$ cat src/rtl/lua_pkg.sv
// Shared Lua core definitions: sequencer state encoding and opcode constants
// used by both the sequencer and the decode stage.
package lua_pkg;

    localparam int unsigned OPC_W = 6;

    localparam logic [OPC_W-1:0] OP_MOVE   = 6'd0;
    localparam logic [OPC_W-1:0] OP_LOADK  = 6'd1;
    localparam logic [OPC_W-1:0] OP_JMP    = 6'd22;
    localparam logic [OPC_W-1:0] OP_RETURN = 6'd30;

    typedef enum logic [2:0] {
        S_IDLE,
        S_FETCH,
        S_DECODE,
        S_EXEC,
        S_WB,
        S_HALT
    } seq_state_t;

endpackage

$ cat src/rtl/lua_core_sequencer.sv
// Multi-cycle fetch/decode/execute/writeback sequencer for the Lua core.
// Optional fetch watchdog enabled by defining LUA_SEQ_FETCH_TIMEOUT_EN.
module lua_core_sequencer
    import lua_pkg::*;
#(
    parameter int unsigned      PC_W    = 16,
    parameter logic [OPC_W-1:0] HALT_OP = OP_RETURN,
    parameter int unsigned      TIMEOUT = 255
) (
    input  logic            clk,
    input  logic            n_reset,
    input  logic            start,
    output logic            imem_req,
    output logic [PC_W-1:0] imem_addr,
    input  logic            imem_ack,
    input  logic [31:0]     imem_rdata,
    output logic [31:0]     inst,
    output logic            en_id,
    output logic            en_ex,
    output logic            en_wb,
    input  logic            ex_busy,
    input  logic            br_taken,
    input  logic [PC_W-1:0] br_target,
    output logic [PC_W-1:0] pc,
    output logic [15:0]     retired,
    output logic            running,
    output logic            halted,
    output logic            fetch_err
);

    seq_state_t      state;
    logic            br_taken_q;
    logic [PC_W-1:0] br_target_q;

    assign imem_addr = pc;

`ifdef LUA_SEQ_FETCH_TIMEOUT_EN
    logic [7:0] wd_cnt;
    localparam logic [7:0] WD_LAST = 8'(TIMEOUT - 1);
`else
    // Watchdog limit is meaningless without the counter.
    logic timeout_unused;
    assign timeout_unused = ^TIMEOUT;
    assign fetch_err      = 1'b0;
`endif

    // Enables and status are registered alongside the state transition so they
    // track the state register exactly (Moore) without a decode stage.
    always_ff @(posedge clk) begin
        if (!n_reset) begin
            state       <= S_IDLE;
            pc          <= '0;
            inst        <= '0;
            retired     <= '0;
            en_id       <= 1'b0;
            en_ex       <= 1'b0;
            en_wb       <= 1'b0;
            imem_req    <= 1'b0;
            running     <= 1'b0;
            halted      <= 1'b0;
            br_taken_q  <= 1'b0;
            br_target_q <= '0;
`ifdef LUA_SEQ_FETCH_TIMEOUT_EN
            wd_cnt      <= '0;
            fetch_err   <= 1'b0;
`endif
        end else begin
            case (state)
                S_IDLE: begin
                    if (start) begin
                        state    <= S_FETCH;
                        pc       <= '0;
                        imem_req <= 1'b1;
                        running  <= 1'b1;
`ifdef LUA_SEQ_FETCH_TIMEOUT_EN
                        wd_cnt   <= '0;
`endif
                    end
                end
                S_FETCH: begin
                    if (imem_ack) begin
                        inst     <= imem_rdata;
                        state    <= S_DECODE;
                        imem_req <= 1'b0;
                        en_id    <= 1'b1;
                    end
`ifdef LUA_SEQ_FETCH_TIMEOUT_EN
                    else if (wd_cnt == WD_LAST) begin
                        fetch_err <= 1'b1;
                        state     <= S_HALT;
                        imem_req  <= 1'b0;
                        running   <= 1'b0;
                        halted    <= 1'b1;
                    end else begin
                        wd_cnt <= wd_cnt + 8'd1;
                    end
`endif
                end
                S_DECODE: begin
                    state <= S_EXEC;
                    en_id <= 1'b0;
                    en_ex <= 1'b1;
                end
                S_EXEC: begin
                    if (!ex_busy) begin
                        state       <= S_WB;
                        en_ex       <= 1'b0;
                        en_wb       <= 1'b1;
                        br_taken_q  <= br_taken;
                        br_target_q <= br_target;
                    end
                end
                S_WB: begin
                    en_wb <= 1'b0;
                    pc    <= br_taken_q ? br_target_q : pc + 1'b1;
                    if (retired != 16'hFFFF) begin
                        retired <= retired + 16'd1;
                    end
                    if (inst[OPC_W-1:0] == HALT_OP) begin
                        state   <= S_HALT;
                        running <= 1'b0;
                        halted  <= 1'b1;
                    end else begin
                        state    <= S_FETCH;
                        imem_req <= 1'b1;
`ifdef LUA_SEQ_FETCH_TIMEOUT_EN
                        wd_cnt   <= '0;
`endif
                    end
                end
                S_HALT: begin
                end
                default: begin
                    state <= S_IDLE;
                end
            endcase
        end
    end

endmodule

$ cat config.mk
export PLATFORM = sky130hd
export DESIGN_NAME = lua_core_sequencer
export DESIGN_NICKNAME = d
export VERILOG_FILES = /design/src/rtl/lua_pkg.sv /design/src/rtl/lua_core_sequencer.sv
export SDC_FILE = /design/constraint.sdc
export NUM_CORES = 1
export LEC_CHECK = 0
export BUFFER_PORTS_ARGS = -buffer_cell sky130_fd_sc_hd__buf_2
export CAP_MARGIN = 20
export CORE_UTILIZATION = 53
export DETAILED_ROUTE_END_ITERATION = 6
export GPL_ROUTABILITY_DRIVEN = 0
export GPL_TIMING_DRIVEN = 0
export PLACE_DENSITY = 0.9
export SYNTH_ARGS = -nofsm -noshare
export SYNTH_HDL_FRONTEND = slang
export SYNTH_SLANG_ARGS = --single-unit
$ cat constraint.sdc
create_clock -name clk -period 3.5 [get_ports clk]
set_clock_uncertainty 0.05 [all_clocks]
set_input_delay 0.35 -clock clk [delete_from_list [all_inputs] [get_ports clk]]
set_output_delay 0.35 -clock clk [all_outputs]
set_load 0.01 [all_outputs]
# Word-level counts from Yosys, hierarchy flattened
# Index checks and enable logic that the tools add are counted.
[word_totals]
register_bits = 90
inputBits = 54
wordCells = 65
[classes]
addsub = 2
reduce_logical = 17
muxes = 20
eq_ne = 12
bitwise = 2
[op_table]
columns = ["operator", "n"]
rows = [
  ["$add A16 B1 Y16 const B", 2],
  ["$mux W16", 2],
  ["$pmux W16 S2", 1],
  ["$pmux W3 S6", 1],
  ["$ne A16 B16 Y1 const B", 1],
  ["$reduce_and A2 Y1", 8],
  ["$mux W3", 4],
  ["$ne A2 B2 Y1 const B", 5],
  ["$pmux W1 S2", 4],
  ["$reduce_and A4 Y1", 2],
  ["$reduce_bool A2 Y1", 4],
  ["$mux W1", 7],
  ["$eq A3 B2 Y1 const B", 2],
  ["$eq A3 B3 Y1 const B", 2],
  ["$eq A6 B5 Y1 const B", 1],
  ["$eq A3 B1 Y1 const B", 1],
  ["$logic_not A3 Y1", 1],
  ["$pmux W1 S3", 1],
  ["$reduce_and A3 Y1", 1],
  ["$reduce_bool A3 Y1", 1],
  ["$not A1 Y1", 2],
]

# Depth between registers and ports, before layout
# Gate-level depths: netlist of the first run.
[depth]
word_depth = 3
mapped_depth = 8
depth_no_buf = 6

# Least setup slack after synthesis of the first run
# Ideal clock, no wire load.
[synth_path]
path_kind = "register to register"
startpoint = "reg retired[0]"
endpoint = "reg retired[8]"
setup_ns = 0.118
synth_period_minus_slack_ns = 1.799
arrival_ns = 1.631
setup_slack_ns = 1.701
path_stages_with_launch = 7
path_cell_list = "dfxtp_1 ha_1 nand3_1 nor4_4 a211oi_2 and3_1 mux2i_1"
[synth_between]
elab_chain_len = 2
word_cells_on_any_way = 3
classes_between = "add/sub (1); eq/ne (1); reduce/logical (1)"
[synth_lines]
columns = ["element", "line_no", "source"]
rows = [
  ["start, declared", "lua_core_sequencer.sv:25", "output logic [15:0] retired,"],
  ["start signal, assigned", "lua_core_sequencer.sv:117", "retired <= retired + 16'd1;"],
  ["branches (longest 2 deep; another with $add A16 B1 Y16)", "n/a", ""],
]
# Parallel ways; which one is timed is not known.
# A chain may end at the register's enable or synchronous reset.

# Worst setup path after layout of the first run
[layout_path]
startpoint = "reg state[0]"
endpoint = "reg pc[7] (netlist: imem_addr[7])"
[layout_between]
elab_chain_len = 3
word_cells_on_any_way = 6
classes_between = "eq/ne (2); mux (1); reduce/logical (3)"
[layout_lines]
columns = ["element", "line_no", "source"]
rows = [
  ["start, declared", "lua_core_sequencer.sv:31", "seq_state_t state;"],
  ["start signal, assigned", "lua_core_sequencer.sv:51", "state <= S_IDLE;"],
  ["start signal, assigned", "lua_core_sequencer.sv:71", "state <= S_FETCH;"],
  ["start signal, assigned", "lua_core_sequencer.sv:83", "state <= S_DECODE;"],
  ["$eq A3 B3 Y1 or $logic_not A3 Y1 (tied branches)", "lua_core_sequencer.sv:68", "case (state)"],
  ["$reduce_bool A2 Y1 (no source line) or $ne A2 B2 Y1 (tied branches)", "n/a", ""],
  ["$reduce_and A2 Y1 (no source line)", "n/a", ""],
  ["end signal, assigned", "lua_core_sequencer.sv:115", "pc <= br_taken_q ? br_target_q : pc + 1'b1;"],
  ["end, declared", "lua_core_sequencer.sv:24", "output logic [PC_W-1:0] pc,"],
]
# Parallel ways exist; a longest one is shown, timed or not.

==> qor.yml, run 1 <==
placement:
  dpl_cell_area_sq_um: 4780
  place_ws_ns: 1.56
  port_buffers: 138
  dp_hpwl_um: 7710
power:
  seqPwrFrac_pct: 52.1
  intPower_uw: 1530
  ir_worst_vdd_uv: 309
  switching_share_pct: 25.2
  power.density_cell_area_nw_per_um2: 408
  clkPwrFrac_pct: 39.3
  pwr-share-comb_pct: 8.6
  p_leak_uw: 0.00216
  power.switching_uw: 513
drt:
  wire_per_inst_um: 13.8
  dr_total_vias: 4075
  drc_errors: 0
  drtPass1Iterations: 5
  detail_route.vias_per_cell: 5.40
  antenna_left: 0
  postRouteWirelength_um: 10400
  first_iter_violations: 234
clock_network:
  worst_setup_hold_path_clk_slew_ns: 0.10
  later_pin_clock_latency_in_the_skew_report_ns: 0.36
  htree_num_levels: 3
  post_cts.resized_instances: 0
  cts.sinks: 90
  clk_root_buffer_cell: "sky130_fd_sc_hd__clkbuf_8"
  cts_buffer_depth: 2
  tritoncts.num_buffers: 9
  post_cts_hold_buffer_count: 0
  cts_tree: "yes"
  post_cts.repair.setup_buffers: 0
sta:
  setup_violations: 0
  max_slew.worst_pin.slew_ns: 0.602
  maxClockFrequency_ghz: 0.500
  timing.final.hold_violations: 0
  maxSlewHeadroom_pct: 59.9
  post-route-min-period_ns: 2.00
  setup_total_negative_slack_ns: 0
  slew_violations: 0
  rsz0062_at_grt: "no"
  timing.final.crit_share_pct: 57.2
  finalWorstSetupSlack_ns: 1.50
min_path:
  min-delay-start: "imem_rdata[24]"
  min_to: "inst[24]"
  hold_path_depth: 3
  min_path_type: "input pin to flip-flop"
critical_path:
  critPathArrivalTime_ns: 2.24
  setup.reg_to_reg.worst_slack_ns: 1.50
  critical_path_class: "flip-flop to flip-flop"
  worst_r2r_endpoint: "imem_addr[7]"
  reg2regPathDepth: 6
  element_type_at_the_critical_path_end: "flip-flop"
  critical_path.max_fanout: 10
  start_kind: "flip-flop"
  critPathRequiredTime_ns: 3.74
  worst_r2r_startpoint: "state[0]"
synthesis:
  async_reset_ff_share_pct: 0
  synth_area_leader: "sky130_fd_sc_hd__dfxtp_1"
  synth_sequential_area_ratio_pct: 45.5
  ys_top_cells_by_area: "sky130_fd_sc_hd__dfxtp_1 (45%), sky130_fd_sc_hd__nand2_1 (12%), sky130_fd_sc_hd__a21oi_1 (8.3%)"
  synth-edff-count: 0
  postSynth.topFlopCell: "sky130_fd_sc_hd__dfxtp_1"
  yosysTopAreaCellShare_pct: 45.5
  ys_seq_elements: 90
  syn-num-nets: 557
  synth_most_common_cell: "sky130_fd_sc_hd__nand2_1"
  post_synth_most_frequent_cells: "sky130_fd_sc_hd__nand2_1 (130), sky130_fd_sc_hd__dfxtp_1 (90), sky130_fd_sc_hd__a21oi_1 (66), sky130_fd_sc_hd__nor2_1 (36), sky130_fd_sc_hd__clkbuf_1 (20)"
  synthesis.area_per_instance_sq_um: 7.91
  ys_types: 52
  netlist_area_sq_um: 3960
  synth_warnings: 0
  netlist_instances: 501
cells_and_area:
  final_net_count: 706
  final_layout_size_suffix_gt1_share_pct: 28.5
  antenna_diode_instance_count: 0
  final_cell_area_sq_um: 5000
  synthToLayoutAreaGrowth_pct: 26.2
floorplan:
  design.die.area_sq_um: 7830
  core_region_area_sq_um: 7250
  die_height_um: 88.5
  die_w_um: 88.5
  core.rowCount: 31
  boundaryPins: 141
  initial_utilization_pct: 54.6
grt:
  pin_count_of_the_biggest_net_entering_global_routing: 17
  grt_pass1_wl_um: 16300
  globalRouteTotalUtil_pct: 27.2
  initial_antenna_violation_count: 0
  grt_overflow_total: 0
  number_of_global_route_vias_before_repair: 3614
job:
  max_cap_viol_count: 0
outcome:
  outcome: "finished, final reports clean"
-- registers in the layout (all words and copies together), names as in the netlist --
signal,flops
inst,32
en_wb,1
running,1
en_id,1
br_target_q,16
halted,1
imem_req,1
state,3
imem_addr,16
br_taken_q,1
en_ex,1
retired,16
-- power groups by stage --
stage / sequential (uW) / clock (uW) / combinational, uW
floorplan: 1100 / 0 / 85.8
global placement: 1090 / 0 / 170
detailed placement: 1090 / 0 / 173
finish: 1060 / 802 / 175
CTS: 1060 / 810 / 175
global route: 1070 / 863 / 194
-- cells in the final DEF (no fill, tap or decap), drive strengths merged, types with 3 or more instances in the layout --
master and instances:
a211oi 5, a21oi 66, a222oi 3, a22oi 3
a31oi 6, and3 4, buf 160, clkbuf 31
clkinv 3, dfxtp 90, inv 10, nand2 131
nand2b 3, nand3 11, nand4 7, nor2 36
nor2b 6, nor3 5, nor4 4, o21ai 14
o22ai 3, o31ai 3, o41ai 3, or3 4
xnor2 12, xor2 4
-- how the worst max path moves through the flow --
stage / cells past startpoint / start / end / slack, ns
2_1_floorplan: 6 / retired[0] / retired[8] / 1.70
6_report: 6 / state[0] / imem_addr[7] / 1.50
4_1_cts: 6 / retired[0] / retired[8] / 1.53
3_5_place_dp: 6 / retired[0] / retired[8] / 1.56
5_1_grt: 6 / state[0] / inst[18] / 1.34
3_3_place_gp: 6 / retired[0] / retired[8] / 1.60
-- final cells by class --
class                   count  area [sq um]
plain buffers              44           246
clock buffers               9           124
fillers                   609          2250
clock inverters             7           101
well taps                  99           124
multi-input cells         358          1880
flip-flops and latches     90          1800
repair buffers            138           691
inverters                   9          33.8
-- worst max-delay path, stage by stage (launching register included) --
cell	delay [ns]
sky130_fd_sc_hd__dfxtp_1	0.40
sky130_fd_sc_hd__clkbuf_1	0.34
sky130_fd_sc_hd__nor2_1	0.14
sky130_fd_sc_hd__o21ai_1	0.34
sky130_fd_sc_hd__buf_2	0.34
sky130_fd_sc_hd__o21ai_0	0.15
sky130_fd_sc_hd__a21oi_1	0.17
-- metrics by stage --
step                      cells  utilization [%]  hold WS, ns  total power, uW
after floorplan             501                -        0.386             1180
after global placement      738             65.9        0.390             1260
after detailed placement    738             65.9        0.394             1260
after CTS                   754             69.0        0.153             2050
after global routing        754             69.0        0.143             2120
final                       754             69.0        0.158             2040
-- routing by layer --
layer  vias up  global-route usage, %  part of all wire [%]
li1       1994                      -                     -
met1      1851                   32.0                    41
met2       199                   45.7                    48
met3        31                   8.86                   8.9
met4         0                   11.1                   2.4
met5         -                      0                     0
-- logic make-up (layout without fill, tap and decap cells) --
kind of cell               count (synthesis)  in the layout  synth area share (%)
other                                      1              1                0.0946
DFF                                       90             90                  45.5
and+or+nand+nor                          218            218                  24.9
muxes                                      2              2                 0.505
buffers and inverters                     53            207                  7.07
AOI/OAI and AO/OA                        119            119                  17.8
adders and majority gates                  2              2                 0.631
xor gates and xnor gates                  16             16                  3.54
No activity file was read; power rests on OpenSTA's default activity.
==> run 2, diff against run 1 <==
--- a/config.mk
+++ b/config.mk
@@ -7,11 +7,11 @@
 export LEC_CHECK = 0
 export BUFFER_PORTS_ARGS = -buffer_cell sky130_fd_sc_hd__buf_2
 export CAP_MARGIN = 20
-export CORE_UTILIZATION = 53
+export CORE_UTILIZATION = 45
 export DETAILED_ROUTE_END_ITERATION = 6
 export GPL_ROUTABILITY_DRIVEN = 0
 export GPL_TIMING_DRIVEN = 0
-export PLACE_DENSITY = 0.9
+export PLACE_DENSITY = 0.82
 export SYNTH_ARGS = -nofsm -noshare
 export SYNTH_HDL_FRONTEND = slang
 export SYNTH_SLANG_ARGS = --single-unit
==> constraint.sdc (replaced) <==
create_clock -name clk -period 1.7 [get_ports clk]
set_clock_uncertainty 0.05 [all_clocks]
set_input_delay 0.17 -clock clk [delete_from_list [all_inputs] [get_ports clk]]
set_output_delay 0.17 -clock clk [all_outputs]
set_load 0.01 [all_outputs]
==> run 2 against run 1 <==
Compared with the run above: worst hold slack got worse by 0.14 ns; utilization is 2.3 points lower; critical path depth is 1 lower; routed wire length is 19% higher; highest routed layer unchanged; worst setup slack lost 1.5 ns; sequential share of layout area shrank 3.2 points; flip-flop and latch count did not move; cell count grew 4.9%; clock power is 100% higher; maximum frequency rose by 19%; sequential power is 110% higher; via count rose by 5.7%; largest power group unchanged.
==> qor.yml, run 2 (synthesized netlist as in run 1, its figures left out) <==
outcome:
  outcome: "finished, final reports clean"
sta:
  setup_violations: 0  # unchanged
  maxClockFrequency_ghz: 0.595  # +19%
  slew_violations: 0  # unchanged
  timing.final.crit_share_pct: 98.8  # +42 points
  rsz0062_at_grt: "yes"
  setup_total_negative_slack_ns: 0  # unchanged
  max_slew.worst_pin.slew_ns: 0.644  # +0.0422 ns
  timing.final.hold_violations: 0  # unchanged
  post-route-min-period_ns: 1.68  # -0.321 ns
  maxSlewHeadroom_pct: 57.1  # -2.8 points
critical_path:
  start_kind: "flip-flop"
  reg2regPathDepth: 5  # -1
  critical_path.max_fanout: 7  # -3
  element_type_at_the_critical_path_end: "flip-flop"
  critPathMaxStageDelay_ns: 0.37  # -0.03 ns
  slowest_stage: "sky130_fd_sc_hd__o311ai_1"
  crit_cells: 5  # -1
  cp_num_buf_inv: 1  # -1
  critical_path_class: "flip-flop to flip-flop"
  critPathArrivalTime_ns: 1.85  # -0.39 ns
  critPathRequiredTime_ns: 1.87  # -1.87 ns
  critical_path.cell_chain: "buf_8 -> nor3b_4 -> nand4_4 -> o311ai_1 -> o41ai_1"
  timing.critical_path.max_delay_family: "simple AND/OR/NAND/NOR gates"
grt:
  pin_count_of_the_biggest_net_entering_global_routing: 15  # -2
  number_of_global_route_vias_before_repair: 3915  # +8.3%
  globalRouteTotalUtil_pct: 26.9  # -0.33 points
  grt_overflow_total: 0  # unchanged
  initial_antenna_violation_count: 0  # unchanged
  grt_pass1_wl_um: 18700  # +15%
clock_network:
  worst_setup_hold_path_clk_slew_ns: 0.09  # about the same
  htree_num_levels: 3  # unchanged
  cts_buffer_depth: 2  # unchanged
  later_pin_clock_latency_in_the_skew_report_ns: 0.35  # about the same
  tritoncts.num_buffers: 9  # unchanged
  clk_root_buffer_cell: "sky130_fd_sc_hd__clkbuf_8"
  cts.sinks: 90  # unchanged
  cts_tree: "yes"
power:
  seqPwrFrac_pct: 51.6  # -0.5 points
  report.power.total_uw: 4240  # +110%
  pwr-share-comb_pct: 10.2  # +1.6 points
  power.density_cell_area_nw_per_um2: 759  # +86%
  p_leak_uw: 0.00238  # +10%
  clkPwrFrac_pct: 38.2  # -1.1 points
  switching_share_pct: 24.4  # -0.77 points
  ir_worst_vdd_uv: 616  # +99%
  intPower_uw: 3210  # +110%
  power.switching_uw: 1030  # +100%
job:
  max_cap_viol_count: 0  # unchanged
min_path:
  hold_path_depth: 3  # unchanged
  min_path_type: "input pin to flip-flop"
cells_and_area:
  most-common-layout-cells: "sky130_fd_sc_hd__buf_2 (143), sky130_fd_sc_hd__nand2_1 (129), sky130_fd_sc_hd__dfxtp_1 (73)"
  antenna_diode_instance_count: 0  # unchanged
  largest_register_ffs: 32  # unchanged
  final_layout_size_suffix_gt1_share_pct: 35.4  # +6.9 points
  most_common_cell_after_layout_fill_and_taps_aside: "sky130_fd_sc_hd__buf_2"
  top_register: "inst"
  final_net_count: 737  # +4.4%
  filler_cell_count: 667  # +9.5%
  final_cell_area_sq_um: 5590  # +12%
  synthToLayoutAreaGrowth_pct: 41.0
floorplan:
  initial_utilization_pct: 47.3  # -7.4 points
  boundaryPins: 141  # unchanged
  core_region_area_sq_um: 8380  # +16%
  core.rowCount: 33  # +6.5%
  die_w_um: 95.8  # +8.3%
  design.die.area_sq_um: 9190  # +17%
  die_height_um: 95.8  # +8.3%
drt:
  postRouteWirelength_um: 12300  # +19%
  detail_route.vias_per_cell: 5.45  # +0.80%
  dr_total_vias: 4309  # +5.7%
  first_iter_violations: 290  # +24%
  drtPass1Iterations: 5  # unchanged
  wire_per_inst_um: 15.6  # +13%
  antenna_left: 0  # unchanged
  drc_errors: 0  # unchanged
placement:
  port_buffers: 138  # unchanged
  dpl_cell_area_sq_um: 4790  # +0.34%
  dp_hpwl_um: 8270  # +7.3%
run 2: power groups by stage:
stage          Combinational, uW  Sequential, uW  Clock [uW]
2_1_floorplan                177            2260           0
3_3_place_gp                 358            2230           0
3_5_place_dp                 366            2240           0
4_1_cts                      414            2190        1630
5_1_grt                      470            2200        1730
6_report                     432            2190        1620
run 2: area by class of cell:
| class | count | area, sq um | share of cell area (%) |
|---|---|---|---|
| well taps | 105 | 131 | 2.35 |
| flip-flops and latches | 90 | 1830 | 32.8 |
| plain buffers | 40 | 253 | 4.52 |
| multi-input cells | 358 | 2090 | 37.4 |
| clock buffers | 11 | 141 | 2.53 |
| repair buffers | 173 | 1030 | 18.4 |
| inverters | 9 | 33.8 | 0.605 |
| clock inverters | 5 | 77.6 | 1.39 |
run 2: tightest hold or removal path, delay by kind of cell:
kind	cells	cell delay, ns
AOI/OAI and AO/OA	1	0.06
buffers and inverters	1	0.10
and+or+nand+nor	1	0.05
run 2: worst paths after layout:
path | endpoint | slack [ns] | startpoint
setup / recovery | retired[9] | 0.02 | state[2]
hold / removal | inst[19] | 0.02 | imem_rdata[19]
hold reg to reg | inst[20] | 0.41 | inst[20]
setup reg to reg | retired[9] | 0.02 | state[2]
run 2: through the flow:
stage | setup WS [ns] | utilization (%) | hold slack, ns | cells
final | 0.0200 | 66.7 | 0.0176 | 791
after global routing | -0.0959 | 66.7 | 0.00367 | 791
after detailed placement | -0.280 | 57.2 | 0.367 | 744
after CTS | -0.0961 | 64.1 | 0.000145 | 788
after floorplan | -0.0292 | - | 0.256 | 501
after global placement | -0.240 | 57.2 | 0.361 | 744
run 2: layer usage:
metal  track usage, %  routed length [um]  share of wire (%)
met4             10.8                 218                1.8
met5                0                   0                  0
met2             48.2                6240                 51
met3             5.85                 938                7.6
met1             30.9                4940                 40
run 2: repair_timing:
| item | CTS | global route |
|---|---|---|
| gates resized for setup | 26 | 56 |
| pin swaps | 1 | 11 |
| hold buffers | 24 | 1 |
| buffers inserted | 6 | 4 |
| hold endpoints to repair | 24 | 1 |
| setup endpoints to repair | 69 | 72 |
